$ cat config.mk
export PLATFORM = sky130hd
export DESIGN_NAME = console_tx_arbiter_flat
export DESIGN_NICKNAME = d
export VERILOG_FILES = /design/src/rtl/console_tx_if.sv /design/src/rtl/console_tx_arbiter.sv /design/src/flat_wrapper.sv
export SDC_FILE = /design/constraint.sdc
export NUM_CORES = 1
export LEC_CHECK = 0
export CAP_MARGIN = 20
export CORE_ASPECT_RATIO = 0.7
export CORE_UTILIZATION = 58
export CTS_CLUSTER_DIAMETER = 120
export CTS_CLUSTER_SIZE = 30
export DETAILED_ROUTE_END_ITERATION = 8
export DONT_BUFFER_PORTS = 1
export GPL_ROUTABILITY_DRIVEN = 0
export PLACE_DENSITY = 0.74
export SETUP_SLACK_MARGIN = 0.5
export SLEW_MARGIN = 30
export SYNTH_ARGS = -nofsm -noshare
export SYNTH_HDL_FRONTEND = slang
export SYNTH_SLANG_ARGS = --single-unit
$ cat constraint.sdc
create_clock -name clk_i -period 2.6 [get_ports clk_i]
set_input_delay 0.26 -clock clk_i [delete_from_list [all_inputs] [get_ports clk_i]]
set_output_delay 0.26 -clock clk_i [all_outputs]
set_load 0.005 [all_outputs]
$ cat src/rtl/console_tx_if.sv
// Console byte-channel bundle: NUM_REQ producers offering bytes, one shared 32-bit console word.
interface console_tx_if #(
    parameter int NUM_REQ = 4
);
    logic [NUM_REQ-1:0]   req_valid_i;
    logic [8*NUM_REQ-1:0] req_data_i;
    logic [NUM_REQ-1:0]   req_ready_o;
    logic [NUM_REQ-1:0]   grant_o;
    logic [31:0]          data_o;
    logic                 timeout_o;

    modport master (
        output req_valid_i, req_data_i,
        input  req_ready_o, grant_o, data_o, timeout_o
    );

    modport slave (
        input  req_valid_i, req_data_i,
        output req_ready_o, grant_o, data_o, timeout_o
    );
endinterface

$ cat src/rtl/console_tx_arbiter.sv
// Line-atomic round-robin arbiter for the console byte channel (strobe word, ESC pairs kept together).
// Optional macro CONSOLE_ARB_PRIO0_EN: requester 0 wins arbitration whenever the channel is unlocked.
module console_tx_arbiter #(
    parameter int NUM_REQ      = 4,
    parameter int GAP_CYCLES   = 2,
    parameter int LOCK_TIMEOUT = 1024
) (
    input  logic        clk_i,
    input  logic        rst_i,
    console_tx_if.slave bus
);
    localparam int IW = (NUM_REQ > 1) ? $clog2(NUM_REQ) : 1;
    localparam int GW = $clog2(GAP_CYCLES + 1);
    localparam int TW = (LOCK_TIMEOUT > 0) ? $clog2(LOCK_TIMEOUT + 1) : 1;
    localparam logic [TW-1:0] TMO_MAX  = TW'(LOCK_TIMEOUT);
    localparam logic [GW-1:0] GAP_LAST = GW'(GAP_CYCLES - 1);

    typedef enum logic [1:0] {S_IDLE, S_SEND, S_GAP} state_e;

    state_e          state_q, state_d;
    logic [GW-1:0]   gap_q, gap_d;
    logic [IW-1:0]   rr_q, rr_d;
    logic [IW-1:0]   owner_q, owner_d;
    logic            line_q, line_d;
    logic            esc_q, esc_d;
    logic [TW-1:0]   tmo_q, tmo_d;
    logic [7:0]      byte_q, byte_d;

    logic            locked;
    logic            sel_found;
    logic [IW-1:0]   sel_idx;
    logic [7:0]      sel_byte;
    logic            accept;
    logic            fire;

    function automatic logic [IW-1:0] next_idx(input logic [IW-1:0] k);
        return (int'(k) == NUM_REQ - 1) ? '0 : k + IW'(1);
    endfunction

    assign locked   = line_q | esc_q;
    assign sel_byte = bus.req_data_i[{sel_idx, 3'b000} +: 8];
    assign fire     = (LOCK_TIMEOUT != 0) && (state_q == S_IDLE) && locked && (tmo_q == TMO_MAX);
    assign accept   = (state_q == S_IDLE) && sel_found && !fire;

    // While a line or ESC pair is open only the owner may send; otherwise rotate from rr_q.
    always_comb begin : select
        int j;
        sel_found = 1'b0;
        sel_idx   = '0;
        j         = 0;
        if (locked) begin
            sel_found = bus.req_valid_i[owner_q];
            sel_idx   = owner_q;
        end else begin
            for (int i = 0; i < NUM_REQ; i++) begin
                j = int'(rr_q) + i;
                if (j >= NUM_REQ) j = j - NUM_REQ;
                if (!sel_found && bus.req_valid_i[IW'(j)]) begin
                    sel_found = 1'b1;
                    sel_idx   = IW'(j);
                end
            end
`ifdef CONSOLE_ARB_PRIO0_EN
            if (bus.req_valid_i[0]) begin
                sel_found = 1'b1;
                sel_idx   = '0;
            end
`else
`endif
        end
    end

    always_ff @(posedge clk_i) begin : state_reg
        if (rst_i) begin
            state_q <= S_IDLE;
            gap_q   <= '0;
            rr_q    <= '0;
            owner_q <= '0;
            line_q  <= 1'b0;
            esc_q   <= 1'b0;
            tmo_q   <= '0;
            byte_q  <= '0;
        end else begin
            state_q <= state_d;
            gap_q   <= gap_d;
            rr_q    <= rr_d;
            owner_q <= owner_d;
            line_q  <= line_d;
            esc_q   <= esc_d;
            tmo_q   <= tmo_d;
            byte_q  <= byte_d;
        end
    end

    always_comb begin : next_state
        logic nl, ne;
        state_d = state_q;
        gap_d   = gap_q;
        rr_d    = rr_q;
        owner_d = owner_q;
        line_d  = line_q;
        esc_d   = esc_q;
        tmo_d   = tmo_q;
        byte_d  = byte_q;
        nl      = line_q;
        ne      = esc_q;

        unique case (state_q)
            S_IDLE: if (accept && sel_byte != 8'hFF) state_d = S_SEND;
            S_SEND: begin
                state_d = S_GAP;
                gap_d   = '0;
            end
            S_GAP: begin
                if (gap_q == GAP_LAST) state_d = S_IDLE;
                else                   gap_d   = gap_q + GW'(1);
            end
            default: state_d = S_IDLE;
        endcase

        // 0xFF is the console idle code: consumed silently, lock state untouched.
        if (accept) begin
            tmo_d = '0;
            if (sel_byte != 8'hFF) begin
                byte_d  = sel_byte;
                owner_d = sel_idx;
                if (esc_q)                   ne = 1'b0;
                else if (sel_byte == 8'h1B)  ne = 1'b1;
                else if (sel_byte == 8'h0A)  nl = 1'b0;
                else if (sel_byte != 8'h0D)  nl = 1'b1;
                line_d = nl;
                esc_d  = ne;
                if (!(nl | ne)) rr_d = next_idx(sel_idx);
            end
        end else if (fire) begin
            line_d = 1'b0;
            esc_d  = 1'b0;
            rr_d   = next_idx(owner_q);
            tmo_d  = '0;
        end else if (!locked) begin
            tmo_d = '0;
        end else if (state_q == S_IDLE && !bus.req_valid_i[owner_q]) begin
            tmo_d = tmo_q + TW'(1);
        end
    end

    always_comb begin : outputs
        bus.req_ready_o = '0;
        if (accept && !rst_i) bus.req_ready_o[sel_idx] = 1'b1;
        bus.grant_o   = locked ? (NUM_REQ'(1) << owner_q) : '0;
        bus.data_o    = {state_q == S_SEND, 23'd0, byte_q};
        bus.timeout_o = fire && !rst_i;
    end
endmodule

$ cat src/flat_wrapper.sv
// flat-port wrapper written by rule: the top's interface ports become plain ports
module console_tx_arbiter_flat 
#(
    parameter int NUM_REQ      = 4,
    parameter int GAP_CYCLES   = 2,
    parameter int LOCK_TIMEOUT = 1024
)
  (clk_i, rst_i, bus_req_valid_i, bus_req_data_i, bus_req_ready_o, bus_grant_o, bus_data_o, bus_timeout_o);
  console_tx_if #(.NUM_REQ(NUM_REQ)) bus_i ();
  input  logic clk_i;
  input  logic rst_i;
  input wire logic [$bits(bus_i.req_valid_i)-1:0] bus_req_valid_i;
  input wire logic [$bits(bus_i.req_data_i)-1:0] bus_req_data_i;
  output wire logic [$bits(bus_i.req_ready_o)-1:0] bus_req_ready_o;
  output wire logic [$bits(bus_i.grant_o)-1:0] bus_grant_o;
  output wire logic [$bits(bus_i.data_o)-1:0] bus_data_o;
  output wire logic [$bits(bus_i.timeout_o)-1:0] bus_timeout_o;
  assign bus_i.req_valid_i = bus_req_valid_i;
  assign bus_i.req_data_i = bus_req_data_i;
  assign bus_req_ready_o = bus_i.req_ready_o;
  assign bus_grant_o = bus_i.grant_o;
  assign bus_data_o = bus_i.data_o;
  assign bus_timeout_o = bus_i.timeout_o;
  console_tx_arbiter #(.NUM_REQ(NUM_REQ), .GAP_CYCLES(GAP_CYCLES), .LOCK_TIMEOUT(LOCK_TIMEOUT)) u_core (.clk_i(clk_i), .rst_i(rst_i), .bus(bus_i));
endmodule
After elaboration in Yosys (flattened, before gate mapping)
Cells that the tools add are included.
{"block": "totals", "output_inout_bits": 41, "register_bits": 29, "word_cells": 142, "input_bits": 38}
{"block": "op_classes", "shift": 2, "bitwise_logic": 3, "n_addsub": 11, "magnitude_cmp": 11, "reduce_logical": 27, "muxes": 65, "eq_ne": 15}
{"cell": "2-bit two-way mux", "n": 22}
{"cell": "1-bit two-way mux", "n": 33}
{"cell": "32-bit by 6-bit variable part select with 8-bit output", "n": 1}
{"cell": "2-bit by 4-bit less-than comparator with 1-bit output (second input constant)", "n": 4}
{"cell": "1-bit logical AND", "n": 12}
{"cell": "11-bit by 1-bit adder with 11-bit output (second input constant)", "n": 1}
{"cell": "11-bit == test (second input constant)", "n": 1}
{"cell": "1-bit binary-select mux with 2-bit select", "n": 5}
{"cell": "3-bit greater-or-equal comparator (second input constant)", "n": 3}
{"cell": "2-bit by 1-bit == test with 1-bit output (second input constant)", "n": 4}
{"cell": "8-bit by 4-bit == test with 1-bit output (second input constant)", "n": 1}
{"cell": "8-bit by 5-bit == test with 1-bit output (second input constant)", "n": 1}
{"cell": "4-bit two-way mux", "n": 2}
{"cell": "8-bit by 4-bit inequality test with 1-bit output (second input constant)", "n": 1}
{"cell": "8-bit inequality test (second input constant)", "n": 1}
{"cell": "2-bit AND reduction", "n": 4}
{"cell": "2-bit by 1-bit subtractor with 2-bit output (second input constant)", "n": 4}
{"cell": "2-bit by 1-bit adder with 2-bit output (second input constant)", "n": 3}
{"cell": "2-bit by 2-bit adder with 3-bit output (second input constant)", "n": 2}
{"cell": "1-bit logical NOT", "n": 6}
{"cell": "2-bit by 3-bit less-than comparator with 1-bit output (second input constant)", "n": 2}
{"cell": "2-bit inequality test (second input constant)", "n": 3}
{"cell": "2-bit one-hot mux with 3 select lines", "n": 1}
{"cell": "2-bit by 1-bit inequality test with 1-bit output (second input constant)", "n": 2}
{"cell": "13 further kinds", "n": 15}

Logic depth before layout (Yosys ltp)
Gate-level depths: netlist (run 1).
{"block": "depth", "ltp_word": 32, "ltp_mapped": 12, "ltp_nobuf": 10}

Worst setup path after synthesis (run 1)
Ideal clock, no wire load.
{"block": "synth_path", "path_type": "register -> register", "start": "register u_core.line_q", "end": "register u_core.rr_q[0]", "setup_slack_ns": -0.314, "path_stages_with_launch": 10, "arrival_ns": 2.791, "t_required_ns": 2.477, "path_buffers": 0, "period_less_slack_ns": 2.914, "setup_ns": 0.123, "cell_sequence": "dfxtp_1 or4_1 a21o_1 o221ai_4 o211ai_1 and2_1 or4_1 a211o_1 a32oi_2 mux2_1"}
{"block": "synth_via", "elab_chain_cells": 13, "elab_cells_between_ends": 34, "cone_classes": "1 x add/sub; 7 x eq/ne; 1 x shift; 16 x mux; 2 x bitwise; 7 x reduce/logical"}
{"item": "start: declaration", "line": "console_tx_arbiter.sv:24", "text": "logic line_q, line_d;"}
{"item": "start signal: assignment", "line": "console_tx_arbiter.sv:88", "text": "line_q <= line_d;"}
{"item": "1-bit OR", "line": "console_tx_arbiter.sv:40", "text": "assign locked = line_q | esc_q;"}
{"item": "2-bit two-way mux", "line": "console_tx_arbiter.sv:51", "text": "if (locked) begin"}
{"item": "32-bit by 6-bit variable part select with 8-bit output", "line": "console_tx_arbiter.sv:41", "text": "assign sel_byte = bus.req_data_i[{sel_idx, 3'b000} +: 8];"}
{"item": "8-bit by 4-bit inequality test with 1-bit output", "line": "console_tx_arbiter.sv:130", "text": "else if (sel_byte != 8'h0D) nl = 1'b1;"}
{"item": "1-bit two-way mux", "line": "console_tx_arbiter.sv:130"}
{"item": "1-bit two-way mux", "line": "console_tx_arbiter.sv:129", "text": "else if (sel_byte == 8'h0A) nl = 1'b0;"}
{"item": "1-bit two-way mux", "line": "console_tx_arbiter.sv:128", "text": "else if (sel_byte == 8'h1B) ne = 1'b1;"}
{"item": "1-bit two-way mux", "line": "console_tx_arbiter.sv:127", "text": "if (esc_q) ne = 1'b0;"}
{"item": "1-bit two-way mux", "line": "console_tx_arbiter.sv:124", "text": "if (sel_byte != 8'hFF) begin"}
{"item": "1-bit two-way mux", "line": "console_tx_arbiter.sv:122", "text": "if (accept) begin"}
{"item": "1-bit OR", "line": "console_tx_arbiter.sv:133", "text": "if (!(nl | ne)) rr_d = next_idx(sel_idx);"}
{"item": "2-bit inequality test (no source line)"}
{"item": "3-bit AND reduction (no source line)"}
{"item": "end signal: assignment", "line": "console_tx_arbiter.sv:86", "text": "rr_q <= rr_d;"}
{"item": "end: declaration", "line": "console_tx_arbiter.sv:22", "text": "logic [IW-1:0] rr_q, rr_d;"}
Parallel ways exist; a longest one is shown, timed or not. The select of a mux whose other input is x is not followed.
A chain may end at the register's enable or synchronous reset.

Worst setup path after layout (run 1)
{"block": "layout_path", "start": "register u_core.rr_q[1]", "end": "register u_core.rr_q[0]"}
{"block": "layout_via", "elab_chain_cells": 31, "elab_cells_between_ends": 78, "cone_classes": "8 x add/sub; 4 x order compare; 7 x eq/ne; 1 x shift; 47 x mux; 1 x bitwise; 10 x reduce/logical"}
{"item": "2-bit by 3-bit greater-or-equal comparator with 1-bit output or 2-bit by 1-bit subtractor with 2-bit output (tied branches)", "line": "console_tx_arbiter.sv:57", "text": "if (j >= NUM_REQ) j = j - NUM_REQ;"}
{"item": "2-bit two-way mux", "line": "console_tx_arbiter.sv:57"}
{"item": "2-bit two-way mux", "line": "console_tx_arbiter.sv:51"}
{"item": "1-bit binary-select mux with 2-bit select", "line": "console_tx_arbiter.sv:58", "text": "if (!sel_found && bus.req_valid_i[IW'(j)]) begin"}
{"item": "1-bit two-way mux (not written as such) (2 in series)", "line": "console_tx_arbiter.sv:58"}
{"item": "1-bit two-way mux", "line": "console_tx_arbiter.sv:58"}
{"item": "1-bit two-way mux", "line": "console_tx_arbiter.sv:51"}
{"item": "1-bit logical NOT", "line": "console_tx_arbiter.sv:58"}
{"item": "[... 14 more ...]"}
{"item": "1-bit two-way mux", "line": "console_tx_arbiter.sv:129"}
{"item": "1-bit two-way mux", "line": "console_tx_arbiter.sv:128"}
{"item": "1-bit two-way mux", "line": "console_tx_arbiter.sv:127"}
{"item": "1-bit two-way mux", "line": "console_tx_arbiter.sv:124"}
{"item": "1-bit two-way mux", "line": "console_tx_arbiter.sv:122"}
{"item": "1-bit OR", "line": "console_tx_arbiter.sv:133"}
{"item": "2-bit inequality test (no source line)"}
{"item": "3-bit AND reduction (no source line)"}
Parallel ways exist; a longest one is shown, timed or not. The select of a mux whose other input is x is not followed.

==> flow_metrics.env, run 1 <==
export IMPL_p_leak_nw=1.26
export IMPL_grt_use_met1=0.358
export IMPL_gr_usage_met3=0.0900
export IMPL_async_reset_ff_frac=0
export IMPL_final_cells=377
export IMPL_dp_cells=354
export IMPL_grt_max_degree=21
export IMPL_root_buffer="clkbuf_8"
export IMPL_clockBufferDepth=2
export IMPL_power_mw=3.81
export IMPL_cts_tree="done"
export IMPL_io_buffers=0
export IMPL_antenna_found_initial=0
export IMPL_crit_path_max_fanout=8
export IMPL_areaGrowthSynthToFinish_pct=30.3
export IMPL_post_place_ws_ps=-447
export IMPL_synth_top_flop_cell="dfxtp_1"
export IMPL_rows=18
export IMPL_final_area_um2=3010
export IMPL_outcome="finished, violations left"
export IMPL_r2r_cells=10
export IMPL_violations="negative setup slack"
export IMPL_nets=375
export IMPL_drive_above_1_share=0.336
export IMPL_grt_pass1_vias=1950
export IMPL_vdd_drop_max_mv=0.780
export IMPL_hp_class="input port to flop"
export IMPL_overflow=0
export IMPL_dpl_instance_area_um2=2540
export IMPL_busiest_layer="met2"
export IMPL_synth_area_per_cell_um2=8.30
export IMPL_seq_area_frac_synth=0.251
export IMPL_critical_path_class="flop to flop"
export IMPL_synthTopCellsByArea="dfxtp_1 (25%), mux2i_1 (10%), buf_4 (8.1%)"
export IMPL_rsz0062_at_grt="true"
export IMPL_die_height_um=54.8
export IMPL_slew_headroom=0.537
export IMPL_gr_usage_met2=0.494
export IMPL_finalSetupViolations=14
export IMPL_die_area_um2=4240
export IMPL_r2r_start="u_core.rr_q[1]$_SDFFE_PP0P_"
export IMPL_diodes=0
export IMPL_worst_slack_ps=-495
export IMPL_synthCells=278
export IMPL_synth_cell_types=54
export IMPL_cp_end_kind="flop"
export IMPL_drt_wl_total_um=5930
export IMPL_synth_edf_count=0
export IMPL_yosys_warnings=0
export IMPL_cts_htree_levels=2
export IMPL_hpwl_um=4110
export IMPL_vias=2138
export IMPL_vias_per_cell=5.67
export IMPL_die_x_um=77.4
export IMPL_synth_top_area_frac=0.251
export IMPL_yosysTopAreaCell="dfxtp_1"
export IMPL_grtUsageTotal=0.290
export IMPL_tightestPinTransition_ps=692
export IMPL_grt_pass1_wl_um=9210
export IMPL_start_util=0.629
export IMPL_clock_latency_ps=280
export IMPL_critPathArrivalTime_ps=3260
export IMPL_finClkSkew_ps=3.89
export IMPL_path_clk_slew_ps=60
export IMPL_coreArea_um2=3670
export IMPL_cap_viol_max_count=0
export IMPL_fmax_mhz=323
export IMPL_worstPathRequired_ps=2760
export IMPL_antenna_left=0
export IMPL_crit_start="u_core.rr_q[1]$_SDFFE_PP0P_"
export IMPL_drcViolationCount=0
export IMPL_routedWlPerCell_um=15.7
export IMPL_io_pins=79
export IMPL_syn_area_um2=2310
export IMPL_worstHoldPathCells=1
export IMPL_first_pass_iters=4
export IMPL_final_max_slew_violation_count=0
export IMPL_p_per_area_nw_per_um2=1270
export IMPL_hold_viol_final=0
export IMPL_cts_buffers=5
export IMPL_ys_seq_elements=29
export IMPL_fin_crit_sh=1.19
export IMPL_cts_sink_count=29
export IMPL_whs_endpoint="u_core.line_q$_SDFFE_PP0P_"
export IMPL_hp_start="rst_i"
export IMPL_crit_path_start_kind="flop"
export IMPL_period_minus_slack_ps=3090
export IMPL_r2r_end="u_core.rr_q[0]$_SDFFE_PP0P_"
export IMPL_ctsHoldBuffers=0
export IMPL_drt_iter0_markers=145
export IMPL_reg2reg_setup_slack_ps=-490
report_power, final:
part	internal (mW)	switching, mW
Clock	0.185	0.164
Combinational	1.47	1.31
Sequential	0.573	0.115
repair_timing:
| item | CTS | global route |
|---|---|---|
| pin swaps | 3 | 9 |
| gates cloned | 1 | 0 |
| gates resized for setup | 37 | 19 |
| buffers inserted | 6 | 8 |
| endpoints found under the setup margin | 25 | 31 |
area by class of cell:
cell class	instances	area, um^2
clock buffer	6	72.6
clock inverter	2	10.0
fill	228	663
inverter	12	50.0
multi-input combinational	227	1770
sequential	29	588
tap	50	62.6
timing repair buffer	51	454
synthesized netlist by cell type (3+ instances only):
master,number
xnor2_1,3
nand3_1,9
o21ai_0,3
nand4bb_1,3
nor2_1,41
buf_4,25
nand4_1,6
nor4b_1,3
o21bai_1,3
dfxtp_1,29
xor2_1,7
clkbuf_1,4
and2_1,7
ha_1,11
o211ai_1,4
or4_1,3
or2_2,3
a21oi_1,14
inv_1,10
mux2i_1,24
nor2b_1,8
nand2_1,15
layer usage:
layer,part of all wire,up-vias
met3,0.067,8
met2,0.47,89
met5,0,-
li1,-,1037
met4,0.011,0
met1,0.45,1004
cell families after synthesis:
kind of cell,count (synthesis),synth area share
muxes,28,0.128
xor gates and xnor gates,10,0.0379
adders and majority gates,11,0.0596
buffers and inverters,44,0.121
DFF,29,0.251
AOI/OAI and AO/OA,46,0.156
other,1,0.00162
and+or+nand+nor,109,0.244
flip-flops by register name (all words and copies together), names as in the netlist:
| name | flops |
|---|---|
| u_core.byte_q | 8 |
| u_core.line_q | 1 |
| u_core.esc_q | 1 |
| u_core.tmo_q | 11 |
| u_core.gap_q | 2 |
| u_core.state_q | 2 |
| u_core.rr_q | 2 |
| u_core.owner_q | 2 |
worst max-delay path, cell delays in order, from the launching register on:
cell	delay, ps
dfxtp_4	370
or3b_4	400
o211ai_2	110
o21a_4	200
buf_12	150
o211ai_1	130
and2_4	190
or4_1	520
a211o_1	300
a32oi_2	260
mux2_1	350
layout by cell type, fill, tap and decap left out, types with 5 or more instances in the layout:
| master | count |
|---|---|
| nor2b_1 | 8 |
| nand3_1 | 8 |
| a21oi_1 | 11 |
| clkbuf_8 | 5 |
| nand4_1 | 6 |
| nand2_1 | 14 |
| dfxtp_1 | 25 |
| buf_4 | 41 |
| ha_1 | 9 |
| nor2_1 | 37 |
| inv_1 | 10 |
| mux2i_1 | 19 |
| conb_1 | 23 |
| buf_6 | 7 |
| xor2_1 | 7 |
| and2_4 | 6 |
how the worst max path moves through the flow:
stage	end	slack, ps	cells after the start
2_1_floorplan	u_core.rr_q[0]$_SDFFE_PP0P_	-260	9
3_3_place_gp	u_core.rr_q[1]$_SDFFE_PP0P_	-350	11
3_5_place_dp	u_core.rr_q[0]$_SDFFE_PP0P_	-450	11
4_1_cts	u_core.rr_q[1]$_SDFFE_PP0P_	-380	10
5_1_grt	u_core.rr_q[0]$_SDFFE_PP0P_	-610	11
6_report	u_core.rr_q[0]$_SDFFE_PP0P_	-490	10
through the flow:
stage	utilization	TNS [ps]	hold slack, ps
floorplan	-	-511	451
global route	0.819	-4390	29.8
CTS	0.776	-2310	37.1
detailed placement	0.693	-4680	334
finish	0.819	-2910	37.0
global placement	0.693	-2680	332
Note: power is estimated with default switching activity, not from simulation.
==> run 2, diff against run 1 <==
ABC_CLOCK_PERIOD_IN_PS = 2600   (was default)
CORE_UTILIZATION = 41   (was 58)
PLACE_DENSITY = 0.62   (was 0.74)
==> flow_metrics.env, run 2 (synthesis gave the netlist of run 1 again) <==
export IMPL_outcome="finished, violations left"
export IMPL_violations="negative setup slack"
export IMPL_clock_latency_ps=280
export IMPL_fillCellCount=477
export IMPL_whs_endpoint="u_core.owner_q[1]$_SDFFE_PP0P_"
export IMPL_multi_input_area_um2=1720
export IMPL_slew_headroom=0.503
export IMPL_finalSetupViolations=13
export IMPL_cts_tree="done"
export IMPL_crit_path_max_fanout=7
export IMPL_io_pins=79
export IMPL_hold_ws_ps=39.7
export IMPL_start_util=0.432
export IMPL_critical_path_class="flop to flop"
export IMPL_grt_max_degree=21
export IMPL_worst_path_max_delay_cell="or4_4"
export IMPL_r2r_cells=9
export IMPL_nets=380
export IMPL_worst_slack_ps=-463
export IMPL_r2r_start="u_core.line_q$_SDFFE_PP0P_"
export IMPL_cpLargestDelayFamily="simple AND/OR/NAND/NOR gates"
export IMPL_dpl_instance_area_um2=2600
export IMPL_fmax_mhz=327
export IMPL_totalNegativeSetupSlack_ps=-2500
export IMPL_fin_crit_sh=1.18
export IMPL_path_common_cell="or4_4"
export IMPL_critPathArrivalTime_ps=3230
export IMPL_reg2reg_setup_slack_ps=-460
export IMPL_routedWlPerCell_um=15.0
export IMPL_path_buf_inv=0
export IMPL_die_area_um2=5940
export IMPL_grt_pass1_wl_um=9670
export IMPL_coreArea_um2=5340
export IMPL_vias=2133
export IMPL_clockBufferDepth=2
export IMPL_post_place_ws_ps=-466
export IMPL_final_max_slew_violation_count=0
export IMPL_fin_util=0.563
export IMPL_p_leak_nw=1.27
export IMPL_cp_end_kind="flop"
export IMPL_hp_start="rst_i"
export IMPL_final_area_um2=3000
export IMPL_vias_per_cell=5.29
export IMPL_areaGrowthSynthToFinish_pct=30.1
export IMPL_regMostFlops="u_core.tmo_q"
export IMPL_top_regs="u_core.tmo_q (11), u_core.byte_q (8)"
export IMPL_cpPeakStageDelay_ps=530
export IMPL_rows=22
export IMPL_overflow=0
export IMPL_grt_pass1_vias=2017
export IMPL_hpwl_um=4320
export IMPL_root_buffer="clkbuf_8"
export IMPL_hold_viol_final=0
export IMPL_p_per_area_nw_per_um2=1260
export IMPL_hp_class="input port to flop"
export IMPL_antenna_found_initial=0
export IMPL_antenna_left=0
export IMPL_period_minus_slack_ps=3060
export IMPL_final_common_cell="buf_4"
export IMPL_crit_chain="or4_4 -> a21o_1 -> o221ai_4 -> o211ai_1 -> and2_4 -> or4_4 -> a211o_1 -> a32oi_2 -> mux2_1"
export IMPL_first_pass_iters=4
export IMPL_rsz0062_at_grt="true"
export IMPL_finClkSkew_ps=6.61
export IMPL_layout_common_cells="buf_4 (48), nor2_1 (37), dfxtp_1 (24), conb_1 (23), mux2i_1 (20)"
export IMPL_cts_buffers=5
export IMPL_die_height_um=64.8
export IMPL_crit_path_start_kind="flop"
export IMPL_die_x_um=91.7
export IMPL_cts_sink_count=29
export IMPL_io_buffers=0
export IMPL_path_clk_slew_ps=60
export IMPL_worstHoldPathCells=1
export IMPL_drcViolationCount=0
export IMPL_seq_area_um2=592
export IMPL_r2r_end="u_core.rr_q[0]$_SDFFE_PP0P_"
export IMPL_worstPathRequired_ps=2770
export IMPL_vdd_drop_max_mv=0.642
export IMPL_diodes=0
export IMPL_grtUsageTotal=0.211
export IMPL_drt_wl_total_um=6040
export IMPL_tightestPinTransition_ps=743
export IMPL_largest_register_ffs=11
export IMPL_drt_iter0_markers=107
export IMPL_cap_viol_max_count=0
export IMPL_cts_htree_levels=2
export IMPL_drive_above_1_share=0.323
[run 2: changes by cell type in the layout (fill, tap and decap cells not counted), sizes merged]
cell / before / now
clkbuf: 6 / 7
buf: 51 / 55
or3: 1 / 2
clkinv: 2 / 0
[run 2: final cells by class]
class	count	share of cell area
repair buffers	55	0.155
multi-input cells	228	0.572
clock buffers	7	0.0287
inverters	12	0.0175
flip-flops and latches	29	0.197
well taps	72	0.0300
[run 2: per-layer routing]
metal | wire (um) | vias up | GRT usage
li1 | - | 1047 | -
met1 | 2880 | 997 | 0.279
met2 | 2590 | 83 | 0.317
met3 | 509 | 6 | 0.0798
met4 | 62 | 0 | 0.0675
met5 | 0 | - | 0
[run 2: power by group]
part	internal [mW]	leakage (nW)	switching (mW)
Clock	0.209	0.0443	0.159
Sequential	0.578	0.239	0.118
Combinational	1.46	0.988	1.27
Total	2.25	1.27	1.55
[run 2: worst max path at each step]
stage | endpoint | startpoint | cells after the start | slack [ps]
global placement | u_core.rr_q[1]$_SDFFE_PP0P_ | u_core.line_q$_SDFFE_PP0P_ | 10 | -400
global route | u_core.rr_q[0]$_SDFFE_PP0P_ | u_core.line_q$_SDFFE_PP0P_ | 9 | -560
CTS | u_core.rr_q[1]$_SDFFE_PP0P_ | u_core.line_q$_SDFFE_PP0P_ | 9 | -430
finish | u_core.rr_q[0]$_SDFFE_PP0P_ | u_core.line_q$_SDFFE_PP0P_ | 9 | -460
floorplan | u_core.rr_q[0]$_SDFFE_PP0P_ | u_core.line_q$_SDFFE_PP0P_ | 9 | -260
detailed placement | u_core.rr_q[0]$_SDFFE_PP0P_ | u_core.line_q$_SDFFE_PP0P_ | 10 | -470
[run 2: through the flow]
stage / std cells / total power, mW
after floorplan: 300 / 2.10
after global placement: 382 / 2.85
after detailed placement: 382 / 2.89
after CTS: 399 / 3.71
after global routing: 403 / 4.08
final: 403 / 3.79
[run 2: what timing repair did]
action / in CTS / in global routing
setup endpoints to repair: 26 / 24
setup buffers: 9 / 3
pin swaps: 5 / 5
hold buffers: 0 / 0
gates resized for setup: 35 / 11
cloned: 1 / 1
